[config.mk]
export PLATFORM = sky130hd
export DESIGN_NAME = pipe_stage_reg
export DESIGN_NICKNAME = d
export VERILOG_FILES = /design/src/rtl/pipe_stage_reg_pkg.sv /design/src/rtl/pipe_stage_reg_bank.sv /design/src/rtl/pipe_stage_reg.sv
export SDC_FILE = /design/constraint.sdc
export NUM_CORES = 1
export LEC_CHECK = 0
export ABC_AREA = 1
export BUFFER_PORTS_ARGS = -buffer_cell sky130_fd_sc_hd__buf_2
export CORE_MARGIN = 5
export CORE_UTILIZATION = 42
export DETAILED_ROUTE_END_ITERATION = 16
export PLACE_DENSITY = 0.79
export SLEW_MARGIN = 20
export SYNTH_ARGS = -nofsm -noshare
export SYNTH_HDL_FRONTEND = slang
export SYNTH_SLANG_ARGS = --single-unit
[constraint.sdc]
create_clock -name clock -period 0.92 [get_ports clock]
set_input_delay 0.138 -clock clock [delete_from_list [all_inputs] [get_ports clock]]
set_output_delay 0.138 -clock clock [all_outputs]
set_load 0.1 [all_outputs]
[src/rtl/pipe_stage_reg_pkg.sv]
// Shared definitions for the pipeline stage register: the slot-occupancy state
// encodings used when the skid slot is built (PIPE_STAGE_SKID_EN), and the
// default NOP payload used as the reset/flush value.
package pipe_stage_reg_pkg;

    // Occupancy of the stage: main slot only, or main plus skid slot.
    typedef enum logic [1:0] {
        PipeEmpty = 2'b00,
        PipeFull  = 2'b01,
        PipeSkid  = 2'b11
    } pipe_state_e;

    // Payload loaded by reset and flush unless a stage overrides RESET_VAL.
    localparam logic [31:0] PIPE_NOP = 32'h0000_0000;

endpackage

[src/rtl/pipe_stage_reg_bank.sv]
// WIDTH-bit register bank with load enable and asynchronous active-low reset
// to RESET_VAL. Holds one payload slot of the pipeline stage register.
module pipe_stage_reg_bank #(
    parameter int unsigned      WIDTH     = 32,
    parameter logic [WIDTH-1:0] RESET_VAL = '0
) (
    input  logic             i_clk,
    input  logic             i_rst_n,
    input  logic             i_en,
    input  logic [WIDTH-1:0] i_d,
    output logic [WIDTH-1:0] o_q
);

    logic [WIDTH-1:0] r_q;

    // Load on enable; asynchronous reset forces the reset payload.
    always_ff @(posedge i_clk or negedge i_rst_n) begin
        if (!i_rst_n) begin
            r_q <= RESET_VAL;
        end else if (i_en) begin
            r_q <= i_d;
        end
    end

    assign o_q = r_q;

endmodule

[src/rtl/pipe_stage_reg.sv]
// Pipeline stage register with valid/ready handshake, back-pressure and
// synchronous flush. Define PIPE_STAGE_SKID_EN to add a second (skid) slot,
// which makes in_ready a pure register output and breaks the combinational
// out_ready -> in_ready path. Without it the stage is a single slot.
module pipe_stage_reg
    import pipe_stage_reg_pkg::*;
#(
    parameter int unsigned      WIDTH     = 32,
    parameter logic [WIDTH-1:0] RESET_VAL = WIDTH'(PIPE_NOP)
) (
    input  logic             clock,
    input  logic             ctrl_reset,
    input  logic             flush,
    input  logic             in_valid,
    output logic             in_ready,
    input  logic [WIDTH-1:0] in_data,
    output logic             out_valid,
    input  logic             out_ready,
    output logic [WIDTH-1:0] out_data
);

    logic             w_accept;
    logic             w_emit;
    logic             w_main_en;
    logic [WIDTH-1:0] w_main_d;

    assign w_accept = in_valid & in_ready;
    assign w_emit   = out_valid & out_ready;

    // Main slot: always holds the oldest live entry and drives out_data.
    pipe_stage_reg_bank #(
        .WIDTH     (WIDTH),
        .RESET_VAL (RESET_VAL)
    ) u_main_bank (
        .i_clk   (clock),
        .i_rst_n (ctrl_reset),
        .i_en    (w_main_en),
        .i_d     (w_main_d),
        .o_q     (out_data)
    );

`ifdef PIPE_STAGE_SKID_EN

    pipe_state_e      r_state;
    logic             r_out_valid;
    logic             r_in_ready;
    logic             w_skid_en;
    logic [WIDTH-1:0] w_skid_d;
    logic [WIDTH-1:0] w_skid_q;

    assign out_valid = r_out_valid;
    assign in_ready  = r_in_ready;

    // Skid slot: catches the beat accepted while the main slot is stalled.
    pipe_stage_reg_bank #(
        .WIDTH     (WIDTH),
        .RESET_VAL (RESET_VAL)
    ) u_skid_bank (
        .i_clk   (clock),
        .i_rst_n (ctrl_reset),
        .i_en    (w_skid_en),
        .i_d     (w_skid_d),
        .o_q     (w_skid_q)
    );

    // Occupancy FSM with registered out_valid / in_ready.
    always_ff @(posedge clock or negedge ctrl_reset) begin
        if (!ctrl_reset) begin
            r_state     <= PipeEmpty;
            r_out_valid <= 1'b0;
            r_in_ready  <= 1'b1;
        end else if (flush) begin
            r_state     <= PipeEmpty;
            r_out_valid <= 1'b0;
            r_in_ready  <= 1'b1;
        end else begin
            unique case (r_state)
                PipeEmpty: begin
                    if (w_accept) begin
                        r_state     <= PipeFull;
                        r_out_valid <= 1'b1;
                        r_in_ready  <= 1'b1;
                    end
                end
                PipeFull: begin
                    if (w_accept && !w_emit) begin
                        r_state    <= PipeSkid;
                        r_in_ready <= 1'b0;
                    end else if (!w_accept && w_emit) begin
                        r_state     <= PipeEmpty;
                        r_out_valid <= 1'b0;
                    end
                end
                PipeSkid: begin
                    if (w_emit) begin
                        r_state    <= PipeFull;
                        r_in_ready <= 1'b1;
                    end
                end
                default: begin
                    r_state     <= PipeEmpty;
                    r_out_valid <= 1'b0;
                    r_in_ready  <= 1'b1;
                end
            endcase
        end
    end

    // Slot enables and main-slot source select; skid drains into main on emit.
    always_comb begin
        w_main_en = 1'b0;
        w_main_d  = in_data;
        w_skid_en = 1'b0;
        w_skid_d  = in_data;
        if (flush) begin
            w_main_en = 1'b1;
            w_main_d  = RESET_VAL;
            w_skid_en = 1'b1;
            w_skid_d  = RESET_VAL;
        end else begin
            unique case (r_state)
                PipeEmpty: begin
                    w_main_en = w_accept;
                end
                PipeFull: begin
                    w_main_en = w_accept & w_emit;
                    w_skid_en = w_accept & ~w_emit;
                end
                PipeSkid: begin
                    if (w_emit) begin
                        w_main_en = 1'b1;
                        w_main_d  = w_skid_q;
                    end
                end
                default: begin
                    w_main_en = 1'b0;
                end
            endcase
        end
    end

`else

    logic r_valid;

    // Free when empty or when the held entry leaves this cycle.
    assign in_ready  = ~r_valid | out_ready;
    assign out_valid = r_valid;

    // Valid bit: flush wins, then accept refills, then emit drains.
    always_ff @(posedge clock or negedge ctrl_reset) begin
        if (!ctrl_reset) begin
            r_valid <= 1'b0;
        end else if (flush) begin
            r_valid <= 1'b0;
        end else if (w_accept) begin
            r_valid <= 1'b1;
        end else if (w_emit) begin
            r_valid <= 1'b0;
        end
    end

    // Payload loads on accept; flush discards any same-cycle beat.
    always_comb begin
        w_main_en = flush | w_accept;
        w_main_d  = flush ? RESET_VAL : in_data;
    end

`endif

endmodule
**Word-level counts from Yosys, hierarchy flattened**

Cells that the tools add are included.

- Reductions and logical operators: 1
- Bitwise gates (word level): 5
- Multiplexer cells: 4

Operators with widths:

| kind | count |
|---|---|
| 32-bit 2-to-1 mux | 1 |
| 1-bit 2-to-1 mux | 3 |
| 3-bit nonzero test | 1 |
| 1-bit bitwise AND | 2 |
| 1-bit OR | 2 |
| 1-bit inverter | 1 |

- Bits of input ports: 37
- Bits in registers: 33
- Output and inout port bits: 34

**Logic depth before layout (Yosys ltp)**

Gate-level depths: netlist of run 1.

- Depth in word-level cells: 5
- Depth in mapped cells: 6
- Depth with buffers taken out: 5

**Modules after synthesis**

A second synthesis of run 1 with hierarchy kept.

- Cell total of the unflattened synthesis: 212
- Area, all modules: 1635.3 um2

Modules (own cells, without submodules):

| module | cells each | instances | area each (um2) |
|---|---|---|---|
| pipe_stage_reg_bank | 136 | 1 | 1292.5 |
| pipe_stage_reg | 76 | 1 | 342.8 |

**Least setup slack after synthesis of run 1**

OpenSTA, ideal clock, no wires.

- Kind: register -> register
- From: register r_valid, in the netlist out_valid
- To: register u_main_bank.r_q[14], in the netlist u_main_bank.o_q[14]
- Buffers on the path: 1
- Cell stages (with the launch flop): 5
- Data arrival time: 1.526 ns
- Slack: -0.730 ns
- Library setup time: 0.123 ns
- Data required time: 0.797 ns
- Cells stage by stage: dfrtp_1 -> nand2_4 -> buf_6 -> nand4_1 -> nand2_1

- Cells in the longest elaborated chain, start to end: 4

RTL lines:

| item | line | text |
|---|---|---|
| start: declaration | pipe_stage_reg.sv:144 | `logic r_valid;` |
| start signal: assignment | pipe_stage_reg.sv:153 | `r_valid <= 1'b0;` |
| start signal: assignment | pipe_stage_reg.sv:155 | `r_valid <= 1'b0;` |
| start signal: assignment | pipe_stage_reg.sv:157 | `r_valid <= 1'b1;` |
| 1-bit inverter | pipe_stage_reg.sv:147 | `assign in_ready = ~r_valid \| out_ready;` |
| 1-bit OR | pipe_stage_reg.sv:147 |  |
| net in_ready | pipe_stage_reg.sv:15 | `output logic in_ready,` |
| 1-bit bitwise AND | pipe_stage_reg.sv:27 | `assign w_accept = in_valid & in_ready;` |
| 1-bit OR | pipe_stage_reg.sv:165 | `w_main_en = flush \| w_accept;` |
| end signal: assignment | pipe_stage_reg_bank.sv:21 | `r_q <= i_d;` |
| end: declaration | pipe_stage_reg_bank.sv:14 | `logic [WIDTH-1:0] r_q;` |

The timed path passes the listed nets, and every way through them passes these cells.
A chain may end at the register's enable or synchronous reset.

**Worst setup path after layout of run 1**

- From: register r_valid, in the netlist out_valid
- To: output out_valid

RTL lines:

| item | line | text |
|---|---|---|
| end: declaration | pipe_stage_reg.sv:17 | `output logic out_valid,` |

No word-level cell between the ends.

==> impl_results.rst, run 1 <==
.. list-table::
   :header-rows: 1

   * - Metric
     - Value
   * - Synthesized netlist cell count
     - roughly 150
   * - Metal3 WL
     - 416 µm
   * - Tightest Pin Transition
     - 0.431 ns
   * - Vertical extent of the die
     - between 70 and 80 µm
   * - Inserted Clock Buffers
     - 5
   * - Die extent in x
     - between 70 and 80 µm
   * - Final core area utilization
     - 82.9%
   * - Hold path start
     - flush
   * - Number of cells on the worst hold path
     - 2
   * - Fraction of layout instances using a drive strength above 1
     - between 70% and 80%
   * - H-Tree Depth
     - 2
   * - Period utilization
     - 133%
   * - Remaining antenna violation count
     - 0
   * - Clock insertion delay at the later pin of the skew report
     - 0.28 ns
   * - Post-route standard cell area excluding fillers
     - between 3000 and 4000 µm²
   * - Violation count after the first detailed-routing iteration
     - 121
   * - Maximum number of pins on one net before global-route repair
     - 35
   * - Achievable frequency
     - 815 MHz
   * - Root buffer cell
     - sky130_fd_sc_hd__clkbuf_8
   * - Number of warnings issued by yosys
     - 0
   * - Arrival time of data at the critical path endpoint
     - 1.09 ns
   * - Fill cell total of the finished layout
     - 200
   * - Diode count
     - 0
   * - Worst setup EP type
     - primary output
   * - Clock-pin slew of the registers on the worst-case setup and hold paths
     - 0.06 ns
   * - Internal power component
     - 2690 µW
   * - Number of violations of the max-capacitance limit
     - 0
   * - Slew headroom
     - 71.3%
   * - Register bit total from synthesis
     - 33
   * - Number of global-route vias before repair
     - 1640
   * - Final hold viol count
     - 0
   * - Average wire length per cell after detail routing
     - 17.9 µm
   * - Cell variety after synth
     - 15
   * - Max rail drop VDD
     - 1030 µV
   * - Layout Area Growth over Synthesis
     - 94.0%
   * - Total DRC errors in the routed layout
     - 0
   * - Highest-count cells in the layout ignoring fill and taps
     - sky130_fd_sc_hd__buf_12 (37), sky130_fd_sc_hd__buf_2 (36), sky130_fd_sc_hd__nand4_1 (32), sky130_fd_sc_hd__nand2_1 (32), sky130_fd_sc_hd__dfrtp_2 (32)
   * - Starting density of the core
     - 42.7%
   * - Via density
     - 5.43
   * - Clock tree from TritonCTS
     - built
   * - Uppermost layer routed
     - met4
   * - Mapped Avg Cell Area
     - between 10 and 15 µm²
   * - Number of non-filler instances in the completed layout
     - 302
   * - Maximum clock insertion buffer count
     - 2
   * - Residual overflow from global routing
     - 0
   * - Reg power frac
     - 38.4%
   * - TritonRoute pass-1 iters
     - 4
   * - Global-route wire length before repair
     - 8.20 mm
   * - Flop-to-flop setup slack
     - -0.24 ns
   * - Register Area
     - around 870 µm²
   * - Source of the worst register-to-register timing path
     - out_valid
   * - Failing checks
     - setup timing
   * - Total count of max-transition violations in the final report
     - 0
   * - Data required time at the worst endpoint
     - 0.78 ns
   * - Sum of negative setup slack
     - -9.82 ns
   * - Final RePlAce weighted congestion
     - ~0.8
   * - Global-route usage over all layers
     - a little over a fifth
   * - Number of primary I/O pins
     - 71
   * - Class of the tightest hold or removal check
     - in -> reg
   * - Setup crit start kind
     - flop
   * - Clock share of power
     - between 20 and 25%
   * - Switching power as a share of total power
     - 37.7%
   * - Unrepaired setup endpoints after global routing
     - yes
   * - Status
     - finished, violations left
   * - Final number of setup-violating endpoints
     - 67
   * - Cell Count Post-Placement
     - 264
   * - Post-Route Skew
     - 0.00447 ns
   * - DRT Wirelength
     - 5.42 mm
   * - Share of the yosys chip area belonging to registers
     - 53.2%
   * - Proportion of power drawn by combinational gates
     - 39.0%
   * - Worst reg2reg path endpoint
     - u_main_bank.o_q[19]
   * - Final-stage net count
     - 292
   * - Static Leakage
     - 0.00142 µW
   * - Length in cells of the worst reg-to-reg path
     - 5
   * - Sink count of the clock tree
     - 33
   * - CP max FO
     - 2
   * - DPL Wire Length
     - 3.04 mm
   * - End of the worst hold path
     - out_valid
   * - Routed wl met2
     - 2.73 mm
   * - Power per standard cell area
     - between 1000 and 1500 nW/µm²
   * - Instance area after placement
     - 2510 µm²
   * - Port Buf Inserts
     - 70
   * - Routed length on met1
     - 2.12 mm
   * - Combined area of the multi-input logic cells
     - approximately 730 µm²
   * - Critical path type
     - reg -> out
   * - Clock period minus final worst setup slack
     - 1.23 ns
   * - DR vias
     - 1639
   * - Initial antenna violation count
     - 0
   * - Die Outline Area
     - approximately 5000 µm²
   * - Switching power total
     - 1630 µW
   * - Core Area
     - 3630 µm²
   * - Synthesized cell area
     - between 1500 and 2000 µm²
   * - Final Worst Setup Slack
     - -0.307 ns
   * - Worst setup timing slack at the placement stage
     - -0.150 ns
   * - Most common cell after layout, fill and taps aside
     - sky130_fd_sc_hd__buf_12
   * - Nets in the synthesized netlist
     - 188
   * - Standard-cell row count
     - 22
-- power by group through the flow --
stage / Sequential, µW / Combinational (µW) / Clock, µW
2_1_floorplan: 2280 / 279 / 0
3_3_place_gp: 1690 / 1440 / 0
3_5_place_dp: 1690 / 1460 / 0
4_1_cts: 1660 / 1620 / 991
5_1_grt: 1670 / 1740 / 1070
6_report: 1660 / 1680 / 977
-- logic make-up after synthesis --
kind of cell    count (synthesis)  synth area share [%]
compound gates                  1                 0.322
flops                          33                  53.2
buf+inv                        19                  9.99
simple gates                   98                  36.5
-- timing repair --
item	CTS	global route
gates resized for setup	25	9
hold buffers	1	0
endpoints found under the setup margin	67	67
buffers inserted	17	8
endpoints found under the hold margin	33	0
gates cloned	6	0
pin swaps	17	15
-- cell type report --
cell class / instances / area share, %
repair buffers: 110 / 42.2
flip-flops and latches: 33 / 28.9
multi-input cells: 102 / 24.1
clock buffers: 5 / 2.29
well taps: 48 / 1.99
inverters: 3 / 0.374
clock inverters: 1 / 0.166
-- per-stage QoR --
step / hold WS [ns] / power, µW
finish: 0.0569 / 4320
global route: 0.0424 / 4480
CTS: 0.0289 / 4270
detailed placement: 0.112 / 3150
global placement: 0.105 / 3130
floorplan: -0.158 / 2560
-- worst max-delay path by stage --
| stage | startpoint | end |
|---|---|---|
| 2_1_floorplan | out_valid | u_main_bank.o_q[11] |
| 3_3_place_gp | out_valid | u_main_bank.o_q[13] |
| 3_5_place_dp | out_valid | u_main_bank.o_q[18] |
| 4_1_cts | out_valid | out_valid |
| 5_1_grt | out_valid | out_valid |
| 6_report | out_valid | out_valid |
-- routing by layer --
| metal | global-route usage [%] | up-vias |
|---|---|---|
| li1 | - | 747 |
| met1 | 25.7 | 795 |
| met2 | 35.9 | 86 |
| met3 | 5.11 | 11 |
| met4 | 8.98 | 0 |
| met5 | 0 | - |
-- cell usage after synthesis --
master	number	area, µm²
sky130_fd_sc_hd__dfrtp_1	33	826
sky130_fd_sc_hd__nand2_8	1	20.0
sky130_fd_sc_hd__buf_12	1	20.0
sky130_fd_sc_hd__buf_2	3	15.0
sky130_fd_sc_hd__buf_6	1	11.3
sky130_fd_sc_hd__nand4_1	32	200
sky130_fd_sc_hd__nand2_1	32	120
sky130_fd_sc_hd__nand3_1	21	105
sky130_fd_sc_hd__inv_1	1	3.75
sky130_fd_sc_hd__nand3_2	11	110
sky130_fd_sc_hd__nand2_4	1	11.3
sky130_fd_sc_hd__buf_8	2	30.0
sky130_fd_sc_hd__inv_2	2	7.51
sky130_fd_sc_hd__buf_4	9	67.6
sky130_fd_sc_hd__a21oi_1	1	5.00
-- sequential cells by signal, indices dropped and copies added (netlist names) --
| signal | cells |
|---|---|
| u_main_bank.o_q | 32 |
| out_valid | 1 |
-- critical path: stages (launching register included) --
cell and delay (ns):
sky130_fd_sc_hd__dfrtp_4 0.51, sky130_fd_sc_hd__buf_6 0.14, sky130_fd_sc_hd__buf_12 0.16
(Power assumes the default switching activity.)
==> inputs of run 2 (changes only) <==
Settings changed: BUFFER_PORTS_ARGS -buffer_cell sky130_fd_sc_hd__buf_2 to -buffer_cell sky130_fd_sc_hd__clkbuf_2, CORE_MARGIN 5 to 2.
==> run 2 against run 1 <==
Compared with the run above: final cell count up 5.0%; global-route usage up 8.0 points; flip-flop and latch count unchanged; critical endpoint unchanged; non-clock buffer count up 13; critical path type unchanged; the run still ends with setup timing left; clock power up 7%; die area down 16%.
==> impl_results.rst, run 2 (synthesis gave the netlist of run 1 again) <==
.. list-table::
   :header-rows: 1

   * - Metric
     - Value
   * - Maximum number of pins on one net before global-route repair
     - 34
   * - CP max FO
     - 2
   * - Source of the worst register-to-register timing path
     - out_valid
   * - Diode count
     - 0
   * - Maximum clock insertion buffer count
     - 2
   * - Tightest Pin Transition
     - 0.584 ns
   * - Max rail drop VDD
     - 1080 µV
   * - Vertical extent of the die
     - 64.8 µm
   * - Achievable frequency
     - 817 MHz
   * - Final RePlAce weighted congestion
     - 0.767
   * - Hold path start
     - flush
   * - Global-route usage over all layers
     - 29.2%
   * - Average wire length per cell after detail routing
     - 18.9 µm
   * - Via density
     - between 5 and 6
   * - Global-route wire length before repair
     - 8.93 mm
   * - Worst reg2reg path endpoint
     - u_main_bank.o_q[16]
   * - Setup crit start kind
     - flop
   * - H-Tree Depth
     - 2
   * - Core Area
     - between 3000 and 4000 µm²
   * - DPL Wire Length
     - 2.92 mm
   * - Clock tree from TritonCTS
     - built
   * - Cell Count Post-Placement
     - 264
   * - Inserted Clock Buffers
     - 5
   * - Post-Route Skew
     - 0.00254 ns
   * - Total count of max-transition violations in the final report
     - 0
   * - Worst setup EP type
     - primary output
   * - Number of violations of the max-capacitance limit
     - 0
   * - Clock-pin slew of the registers on the worst-case setup and hold paths
     - 0.06 ns
   * - Total DRC errors in the routed layout
     - 0
   * - Number of global-route vias before repair
     - ~1700
   * - Sink count of the clock tree
     - 33
   * - Layout Area Growth over Synthesis
     - 105%
   * - Die Outline Area
     - 4200 µm²
   * - Largest register FFs
     - 32
   * - Port Buf Inserts
     - 70
   * - Status
     - finished, violations left
   * - Worst setup timing slack at the placement stage
     - -0.219 ns
   * - Residual overflow from global routing
     - 0
   * - TritonRoute pass-1 iters
     - 4
   * - Highest-count cells in the layout ignoring fill and taps
     - sky130_fd_sc_hd__buf_12 (41), sky130_fd_sc_hd__buf_4 (40), sky130_fd_sc_hd__clkbuf_2 (36), sky130_fd_sc_hd__nand4_1 (32), sky130_fd_sc_hd__dfrtp_2 (32)
   * - Unrepaired setup endpoints after global routing
     - yes
   * - Fill cell total of the finished layout
     - between 150 and 200
   * - Class of the tightest hold or removal check
     - in -> reg
   * - Number of non-filler instances in the completed layout
     - between 300 and 400
   * - DR vias
     - between 1500 and 2000
   * - DRT Wirelength
     - 6.01 mm
   * - Root buffer cell
     - sky130_fd_sc_hd__clkbuf_8
   * - Final hold viol count
     - 0
   * - Post-route standard cell area excluding fillers
     - 3180 µm²
   * - Initial antenna violation count
     - 0
   * - End of the worst hold path
     - out_valid
   * - Standard-cell row count
     - 22
   * - Arrival time of data at the critical path endpoint
     - 1.09 ns
   * - Static Leakage
     - about 0.0015 µW
   * - Clock period minus final worst setup slack
     - 1.22 ns
   * - Period utilization
     - 133%
   * - Data required time at the worst endpoint
     - 0.78 ns
   * - Slew headroom
     - between 60% and 70%
   * - Sum of negative setup slack
     - -11.06 ns
   * - Number of cells on the worst hold path
     - 2
   * - Instance area after placement
     - about 2500 µm²
   * - Most common cell after layout, fill and taps aside
     - sky130_fd_sc_hd__buf_12
   * - Final number of setup-violating endpoints
     - 67
   * - Length in cells of the worst reg-to-reg path
     - 5
   * - Starting density of the core
     - 43.1%
   * - Flop-to-flop setup slack
     - -0.24 ns
   * - Final core area utilization
     - 88.3%
   * - Violation count after the first detailed-routing iteration
     - 107
   * - Remaining antenna violation count
     - 0
   * - Final Worst Setup Slack
     - -0.305 ns
   * - Die extent in x
     - 64.8 µm
   * - Failing checks
     - setup timing
   * - Final-stage net count
     - 305
   * - Critical path type
     - reg -> out
   * - Number of primary I/O pins
     - 71
   * - Fraction of layout instances using a drive strength above 1
     - 76.6%
   * - Clock insertion delay at the later pin of the skew report
     - about 0.28 ns
   * - Power per standard cell area
     - 1410 nW/µm²
-- run 2: cell types whose count changed in the layout (fill, tap and decap cells not counted), moves of 2 or more --
cell	change
sky130_fd_sc_hd__buf_12	+4
sky130_fd_sc_hd__buf_2	-36
sky130_fd_sc_hd__buf_4	+14
sky130_fd_sc_hd__buf_8	-4
sky130_fd_sc_hd__clkbuf_1	+3
sky130_fd_sc_hd__clkbuf_2	+36
sky130_fd_sc_hd__nand2_1	-6
sky130_fd_sc_hd__nand2_2	+6
sky130_fd_sc_hd__nand3_1	-6
sky130_fd_sc_hd__nand3_2	+4
sky130_fd_sc_hd__nand3_4	+2
-- run 2: cell type report --
class                   instances  area (µm²)  share of cell area (%)
clock buffers                   8        80.1                    2.51
repair buffers                123        1380                    43.5
multi-input cells             102         779                    24.5
inverters                       3        11.3                   0.354
flip-flops and latches         33         870                    27.3
well taps                      48        60.1                    1.89
-- run 2: where the power goes --
group / total [µW] / switching [µW] / internal [µW]
logic: 1780 / 1090 / 691
clock network: 1050 / 517 / 537
registers: 1660 / 107 / 1560
total: 4490 / 1710 / 2780
-- run 2: repair_timing --
action | 4_1_cts | 5_1_grt
pin swaps | 10 | 6
setup endpoints to repair | 66 | 67
hold endpoints to repair | 33 | 0
setup buffers | 30 | 10
hold buffers | 1 | 0
resized for setup | 28 | 11
cloned | 4 | 0
-- run 2: through the flow --
step	power, µW	hold slack, ns
after global placement	3130	0.113
final	4490	0.0495
after CTS	4400	0.0180
after floorplan	2560	-0.158
after global routing	4660	0.0353
after detailed placement	3160	0.110
-- run 2: worst max-delay path by stage --
| stage | start | slack, ns | cells past startpoint | endpoint |
|---|---|---|---|---|
| detailed placement | out_valid | -0.22 | 4 | u_main_bank.o_q[2] |
| finish | out_valid | -0.30 | 2 | out_valid |
| global route | out_valid | -0.33 | 2 | out_valid |
| global placement | out_valid | -0.17 | 4 | u_main_bank.o_q[16] |
| CTS | out_valid | -0.30 | 2 | out_valid |
| floorplan | out_valid | -0.27 | 5 | u_main_bank.o_q[11] |
-- run 2: layer usage --
| layer | wire [µm] | track usage, % | vias to the layer above |
|---|---|---|---|
| li1 | - | - | 781 |
| met2 | 3280 | 50.4 | 67 |
| met4 | 165 | 13.3 | 0 |
| met1 | 2290 | 34.5 | 876 |
| met3 | 266 | 6.60 | 14 |
| met5 | 0 | 0 | - |
-- run 2: critical path, cell delays in order (launching register included) --
cell                      delay (ns)
sky130_fd_sc_hd__dfrtp_4        0.51
sky130_fd_sc_hd__buf_6          0.13
sky130_fd_sc_hd__buf_12         0.15
